===== src/rtl/player_bullet_manager.sv =====
// Player bullet pool: spawns, advances once per frame and retires bullets; kill flags come back from collision.
// Optional double shot, two bullets per spawn, is enabled by defining PLAYER_BULLET_DOUBLE_SHOT_EN.
module player_bullet_manager #(
    parameter int          MAX_PLAYER_BULLET = 8,
    parameter int          BULLET_WIDTH      = 4,
    parameter int          BULLET_HEIGHT     = 8,
    parameter int          BULLET_SPEED      = 4,
    parameter int          PLAYER_WIDTH      = 32,
    parameter int          PLAYER_CENTER_Y   = 440,
    parameter int          FIRE_COOLDOWN     = 8,
    parameter logic [18:0] NONE              = 19'h7FFFF
) (
    input  logic                                       i_Clk,
    input  logic                                       i_Rst_n,
    input  logic                                       i_FrameTick,
    input  logic                                       i_Fire,
    input  logic                                       i_PlayerState,
    input  logic [9:0]                                 i_PlayerPosition,
    input  logic [MAX_PLAYER_BULLET-1:0]               i_KillMask,
    output logic [MAX_PLAYER_BULLET-1:0]               o_PlayerBulletState,
    output logic [19*MAX_PLAYER_BULLET-1:0]            o_PlayerBulletPosition,
    output logic                                       o_FireAccepted,
    output logic [$clog2(MAX_PLAYER_BULLET+1)-1:0]     o_ActiveCount,
    output logic                                       o_Busy
);

    localparam int CNT_W = $clog2(MAX_PLAYER_BULLET + 1);
    localparam int CD_W  = $clog2(FIRE_COOLDOWN + 1);
    localparam int IDX_W = (MAX_PLAYER_BULLET > 1) ? $clog2(MAX_PLAYER_BULLET) : 1;

    localparam logic [9:0] CENTER_OFFSET = 10'((PLAYER_WIDTH - BULLET_WIDTH) / 2);
    localparam logic [8:0] SPAWN_Y       = 9'(PLAYER_CENTER_Y - BULLET_HEIGHT);
    localparam logic [8:0] SPEED_Y       = 9'(BULLET_SPEED);
`ifdef PLAYER_BULLET_DOUBLE_SHOT_EN
    localparam logic [9:0] RIGHT_OFFSET  = 10'(PLAYER_WIDTH - BULLET_WIDTH);
`endif

    typedef enum logic [1:0] {
        S_IDLE  = 2'd0,
        S_KILL  = 2'd1,
        S_MOVE  = 2'd2,
        S_SPAWN = 2'd3
    } state_e;

    state_e state_q, state_d;

    logic [MAX_PLAYER_BULLET-1:0]        bullet_state_q, bullet_state_d;
    logic [MAX_PLAYER_BULLET-1:0][18:0]  bullet_pos_q, bullet_pos_d;
    logic [MAX_PLAYER_BULLET-1:0]        kill_mask_q, kill_mask_d;
    logic [CD_W-1:0]                     cooldown_q, cooldown_d;
    logic                                fire_latch_q, fire_latch_d;
    logic                                fire_accepted_q, fire_accepted_d;
    logic [CNT_W-1:0]                    active_count_q, active_count_d;

    logic                                frame_start;
    logic                                kill_phase;
    logic                                move_phase;
    logic                                spawn_phase;
    logic                                busy;

    logic [IDX_W-1:0]                    first_free;
    logic                                have_free;
    logic [9:0]                          center_x;
`ifdef PLAYER_BULLET_DOUBLE_SHOT_EN
    logic [IDX_W-1:0]                    second_free;
    logic                                have_two;
`endif

    always_ff @(posedge i_Clk or negedge i_Rst_n) begin
        if (!i_Rst_n) begin
            state_q <= S_IDLE;
        end else begin
            state_q <= state_d;
        end
    end

    // A tick outside S_IDLE is dropped, never queued.
    always_comb begin
        state_d = state_q;
        case (state_q)
            S_IDLE:  if (i_FrameTick) state_d = S_KILL;
            S_KILL:  state_d = S_MOVE;
            S_MOVE:  state_d = S_SPAWN;
            S_SPAWN: state_d = S_IDLE;
            default: state_d = S_IDLE;
        endcase
    end

    always_comb begin
        frame_start = (state_q == S_IDLE) && i_FrameTick;
        kill_phase  = (state_q == S_KILL);
        move_phase  = (state_q == S_MOVE);
        spawn_phase = (state_q == S_SPAWN);
        busy        = (state_q != S_IDLE);
    end

    always_ff @(posedge i_Clk or negedge i_Rst_n) begin
        if (!i_Rst_n) begin
            bullet_state_q  <= '0;
            bullet_pos_q    <= {MAX_PLAYER_BULLET{NONE}};
            kill_mask_q     <= '0;
            cooldown_q      <= '0;
            fire_latch_q    <= 1'b0;
            fire_accepted_q <= 1'b0;
            active_count_q  <= '0;
        end else begin
            bullet_state_q  <= bullet_state_d;
            bullet_pos_q    <= bullet_pos_d;
            kill_mask_q     <= kill_mask_d;
            cooldown_q      <= cooldown_d;
            fire_latch_q    <= fire_latch_d;
            fire_accepted_q <= fire_accepted_d;
            active_count_q  <= active_count_d;
        end
    end

    // Free-slot search runs on the registered vector, which already reflects this frame's kills and moves.
    always_comb begin
        first_free = '0;
        have_free  = 1'b0;
`ifdef PLAYER_BULLET_DOUBLE_SHOT_EN
        second_free = '0;
        have_two    = 1'b0;
`endif
        for (int k = 0; k < MAX_PLAYER_BULLET; k++) begin
            if (!bullet_state_q[k]) begin
                if (!have_free) begin
                    first_free = IDX_W'(k);
                    have_free  = 1'b1;
`ifdef PLAYER_BULLET_DOUBLE_SHOT_EN
                end else if (!have_two) begin
                    second_free = IDX_W'(k);
                    have_two    = 1'b1;
`endif
                end
            end
        end
    end

    always_comb begin
        bullet_state_d  = bullet_state_q;
        bullet_pos_d    = bullet_pos_q;
        kill_mask_d     = kill_mask_q;
        cooldown_d      = cooldown_q;
        fire_latch_d    = fire_latch_q | i_Fire;
        fire_accepted_d = 1'b0;
        center_x        = i_PlayerPosition + CENTER_OFFSET;

        if (frame_start) begin
            kill_mask_d = i_KillMask;
        end

        if (kill_phase) begin
            for (int k = 0; k < MAX_PLAYER_BULLET; k++) begin
                if (bullet_state_q[k] && kill_mask_q[k]) begin
                    bullet_state_d[k] = 1'b0;
                    bullet_pos_d[k]   = NONE;
                end
            end
        end

        if (move_phase) begin
            for (int k = 0; k < MAX_PLAYER_BULLET; k++) begin
                if (bullet_state_q[k]) begin
                    if (bullet_pos_q[k][8:0] < SPEED_Y) begin
                        bullet_state_d[k] = 1'b0;
                        bullet_pos_d[k]   = NONE;
                    end else begin
                        bullet_pos_d[k][8:0] = bullet_pos_q[k][8:0] - SPEED_Y;
                    end
                end
            end
            if (cooldown_q != '0) begin
                cooldown_d = cooldown_q - 1'b1;
            end
        end

        // The latch is consumed every spawn phase, so a blocked request never carries into the next frame.
        if (spawn_phase) begin
            fire_latch_d = 1'b0;
            if (fire_latch_q && (cooldown_q == '0) && i_PlayerState && have_free) begin
`ifdef PLAYER_BULLET_DOUBLE_SHOT_EN
                if (have_two) begin
                    bullet_state_d[first_free]  = 1'b1;
                    bullet_pos_d[first_free]    = {i_PlayerPosition, SPAWN_Y};
                    bullet_state_d[second_free] = 1'b1;
                    bullet_pos_d[second_free]   = {i_PlayerPosition + RIGHT_OFFSET, SPAWN_Y};
                end else begin
                    bullet_state_d[first_free] = 1'b1;
                    bullet_pos_d[first_free]   = {center_x, SPAWN_Y};
                end
`else
                bullet_state_d[first_free] = 1'b1;
                bullet_pos_d[first_free]   = {center_x, SPAWN_Y};
`endif
                cooldown_d      = CD_W'(FIRE_COOLDOWN);
                fire_accepted_d = 1'b1;
            end
        end

        active_count_d = '0;
        for (int k = 0; k < MAX_PLAYER_BULLET; k++) begin
            active_count_d = active_count_d + CNT_W'(bullet_state_d[k]);
        end
    end

    assign o_PlayerBulletState    = bullet_state_q;
    assign o_PlayerBulletPosition = bullet_pos_q;
    assign o_FireAccepted         = fire_accepted_q;
    assign o_ActiveCount          = active_count_q;
    assign o_Busy                 = busy;

endmodule


===== config.mk =====
export PLATFORM = sky130hd
export DESIGN_NAME = player_bullet_manager
export DESIGN_NICKNAME = d
export VERILOG_FILES = /design/src/rtl/player_bullet_manager.sv
export SDC_FILE = /design/constraint.sdc
export NUM_CORES = 1
export LEC_CHECK = 0
export BUFFER_PORTS_ARGS = -buffer_cell sky130_fd_sc_hd__buf_2
export CAP_MARGIN = 40
export CELL_PAD_IN_SITES_DETAIL_PLACEMENT = 0
export CELL_PAD_IN_SITES_GLOBAL_PLACEMENT = 2
export CORE_ASPECT_RATIO = 1.1
export CORE_MARGIN = 2
export CORE_UTILIZATION = 32
export CTS_BUF_LIST = sky130_fd_sc_hd__clkbuf_8
export CTS_CLUSTER_DIAMETER = 50
export DETAILED_ROUTE_END_ITERATION = 6
export PLACE_DENSITY = 0.74
export SLEW_MARGIN = 15
export SYNTH_ARGS = -nofsm -noshare
export SYNTH_HDL_FRONTEND = slang
export SYNTH_SLANG_ARGS = --single-unit

===== constraint.sdc =====
create_clock -name i_Clk -period 4.5 [get_ports i_Clk]
set_input_delay 1.35 -clock i_Clk [delete_from_list [all_inputs] [get_ports i_Clk]]
set_output_delay 1.35 -clock i_Clk [all_outputs]
set_load 0.01 [all_outputs]

==> results.json <==
{
  "final.fill_count": 2704,
  "clock_edge_transition_at_the_registers_on_the_reported_setup_and_hold_paths_ps": 110,
  "tightestPinTransition_ps": 865,
  "power_frac_seq_pct": 47.7,
  "routed_wirelength_um": 27100,
  "area_growth_syn_to_layout_pct": 22.1,
  "vias_per_cell": 5.19,
  "synth.cell_area_mm2": 0.00881,
  "core-area_mm2": 0.0270,
  "synth-seq-area-share_pct": 53.3,
  "tritoncts_num_sinks": 180,
  "period_share_pct": 88.9,
  "yosysWarningCount": 0,
  "synth-main-ff-cell": "dfstp_2",
  "routed-via-count": 7170,
  "place.detailed.hpwl_um": 19600,
  "cts_htree_levels": 4,
  "boundaryPins": 189,
  "die_outline_area_mm2": 0.0289,
  "critical_path.endpoint_type": "flop",
  "netSwitchingFraction_pct": 35.7,
  "yosys.area.top_type": "dfstp_2",
  "synth_enable_flop_cells": 0,
  "critical_path.startpoint_type": "input pin",
  "syn_avg_cell_area_um2": 10.8,
  "nets": 1057,
  "ys_top_cells_by_area": "dfstp_2 45%, dfrtp_1 8.0%, a2bb2oi_1 5.9%",
  "flip_flop_and_latch_count_after_synthesis": 180,
  "firstDrtPassIters": 4,
  "antenna_violations_before_repair": 0,
  "yosys.cell_types.count": 71,
  "postSynthCellCount": 817,
  "clock-skew-final_ps": 18.3,
  "postCtsSetupBuffers": 0,
  "critical-path-max-stage-delay_ps": 490,
  "setup_tns_ps": 0,
  "clk_latency_ps": 470,
  "internal_power_w": 0.00276,
  "gpl.final_weighted_congestion": 0.773,
  "final_core_utilization_pct": 39.8,
  "antenna_violating_nets_post_route": 0,
  "synth.net_count": 862,
  "netlist_top_cells_count": "152 x dfstp_2, 59 x a2bb2oi_1, 57 x nand2_1",
  "layout-drive-gt1-share_pct": 44.1,
  "clock_period_minus_final_worst_setup_slack_ps": 4000,
  "pwr-share-clk_pct": 28.0,
  "vdd_ir_drop_max_v": 0.000180,
  "root_buffer": "clkbuf_8",
  "die_w_um": 162,
  "cp_cell_sequence": "buf_2, buf_4, nand4b_4, nor4_2, a31o_2, fa_1, fa_1, inv_1, fa_1, inv_1, ha_1, inv_1, fa_1, xnor2_1",
  "port_buffers": 188,
  "net_switching_power_w": 0.00153,
  "power.static_leakage_nw": 4.64,
  "cap_violations": 0,
  "gr-total-overflow": 0,
  "run_status": "completed",
  "cts-resized-gates": 0,
  "maximum_count_of_clock_buffers_along_a_single_path": 2,
  "timing.slew.headroom_pct": 42.1,
  "placement_rows": 63,
  "worst_path_max_delay_cell": "fa_1",
  "holdBufCountCts": 0,
  "setup_repair_after_global_routing_missed_its_margin": "false",
  "cts_made_buffers": 17,
  "pwr_density_cell_mw_per_mm2": 399,
  "first_global_vias": 7128,
  "critPathArrivalTime_ps": 4390,
  "initial_utilization_pct": 32.6,
  "combinationalPowerShare_pct": 24.3,
  "grt_usage_pct": 18.9,
  "detail_route.wl_per_cell_um": 19.6,
  "synthMostInstantiatedCell": "dfstp_2",
  "critical_path.max_fanout": 3,
  "maxSlewViolCount": 0,
  "postSynth.asyncResetShare_pct": 100,
  "drc_errors": 0,
  "fmax_mhz": 250,
  "final_hold_viol_count": 0,
  "report.final.setup_viol": 0,
  "drt_iter0_drc": 331,
  "path_common_cell": "fa_1",
  "overall_power_of_the_completed_layout_w": 0.00429,
  "fp.dieH_um": 178,
  "criticalPathCategory": "input pin to flop",
  "netlist.area_leader.share_pct": 45.3,
  "tightest_hold_check_type": "flop to flop",
  "grt_pass1_wl_um": 42300,
  "antenna-diode-count": 0,
  "tritoncts": "built",
  "largest_net_degree_at_the_start_of_global_routing": 55,
  "critPathRequiredTime_ps": 4890
}
==> area by class of cell <==
type	instances	area, um^2	share of cell area, %
clock inverters	15	205	1.91
inverters	39	146	1.36
clock buffers	17	234	2.18
well taps	357	447	4.15
repair buffers	222	1230	11.5
flip-flops and latches	180	4690	43.6
multi-input cells	552	3790	35.3
==> cells by family (layout without fill, tap and decap cells) <==
logic type                 count (synthesis)  count (layout)  synth area share, %
AOI/OAI and AO/OA                        192             192                 16.5
xor gates and xnor gates                  20              20                 1.99
adders and majority gates                 22              22                 3.47
buffers and inverters                     85             293                 3.82
DFF                                      180             180                 53.3
muxes                                     23              23                 2.88
and+or+nand+nor                          295             295                 18.1
==> metal layers <==
| metal | wire, um | up-vias | GRT usage, % |
|---|---|---|---|
| li1 | - | 3399 | - |
| met2 | 13100 | 157 | 30.7 |
| met1 | 12500 | 3594 | 25.9 |
| met3 | 1140 | 20 | 4.07 |
| met5 | 0 | - | 0 |
| met4 | 394 | 0 | 4.79 |
==> placed cells by master, fill, tap and decap left out, types with 5 or more instances in the layout <==
cell | Yosys | layout
a211oi_1 | 6 | 6
nand4_1 | 9 | 9
and3_1 | 7 | 7
clkbuf_8 | 0 | 17
nor3_1 | 49 | 49
a2bb2oi_1 | 59 | 59
or4_1 | 8 | 8
ha_1 | 18 | 17
mux2_2 | 19 | 19
nand3_1 | 37 | 37
xnor2_1 | 13 | 13
o21a_1 | 6 | 6
inv_1 | 39 | 39
or3_1 | 13 | 13
nor2b_1 | 5 | 5
a21oi_1 | 42 | 42
dfrtp_1 | 28 | 28
and2_1 | 5 | 5
buf_2 | 11 | 187
a31oi_1 | 14 | 14
nor4_1 | 12 | 10
o31ai_1 | 6 | 6
o21ai_0 | 11 | 11
nor2_1 | 55 | 55
a311oi_1 | 9 | 9
nand2_1 | 57 | 57
a31o_2 | 6 | 6
dfstp_2 | 152 | 152
buf_4 | 1 | 32
nand2b_1 | 5 | 5
xor2_1 | 7 | 7
==> path summary, 6_finish.rpt <==
check / slack [ps] / from / end / depth (start not counted)
max: 500 / i_PlayerState / o_ActiveCount[2]$_DFF_PN0_ / 14
min: 490 / o_PlayerBulletPosition[47]$_DFF_PN1_ / o_PlayerBulletPosition[47]$_DFF_PN1_ / 1
max reg2reg: 510 / o_PlayerBulletPosition[64]$_DFF_PN1_ / o_ActiveCount[2]$_DFF_PN0_ / 13
min reg2reg: 490 / o_PlayerBulletPosition[47]$_DFF_PN1_ / o_PlayerBulletPosition[47]$_DFF_PN1_ / 1
max in group asynchronous: 2720 / i_Rst_n / o_PlayerBulletPosition[135]$_DFF_PN1_ / 3
min in group asynchronous: 810 / i_Rst_n / kill_mask_q[0]$_DFFE_PN0P_ / 1
==> critical path, delay by kind of cell <==
family                   cells  cell delay [ps]
AO/OA/AOI/OAI                1              200
XOR/XNOR                     1              180
adder cells (fa/ha/maj)      5             1940
buffers and inverters        5              390
AND/OR/NAND/NOR              2              330
==> metrics by stage <==
stage	worst slack [ps]	cells	hold WS [ps]	cell area [um^2]
floorplan	26.6	817	496	8810
global placement	53.1	1344	476	10300
detailed placement	13.9	1350	478	10300
CTS	474	1382	494	10800
global route	353	1382	505	10800
finish	502	1382	492	10800
==> flip-flops by register name, summed over array words and instances, names as in the netlist <==
register / flops
o_ActiveCount: 4
cooldown_q: 4
o_PlayerBulletPosition: 152
kill_mask_q: 8
o_FireAccepted: 1
o_PlayerBulletState: 8
fire_latch_q: 1
state_q: 2
==> power groups by stage <==
| stage | sequential (W) | combinational, W | clock, W |
|---|---|---|---|
| after CTS | 0.00204 | 0.00106 | 0.00125 |
| after global routing | 0.00208 | 0.00115 | 0.00131 |
| after detailed placement | 0.00207 | 0.00105 | 0 |
| after global placement | 0.00207 | 0.00104 | 0 |
| final | 0.00204 | 0.00104 | 0.00120 |
| after floorplan | 0.00207 | 0.000593 | 0 |
Note: power is estimated with default switching activity, not from simulation.
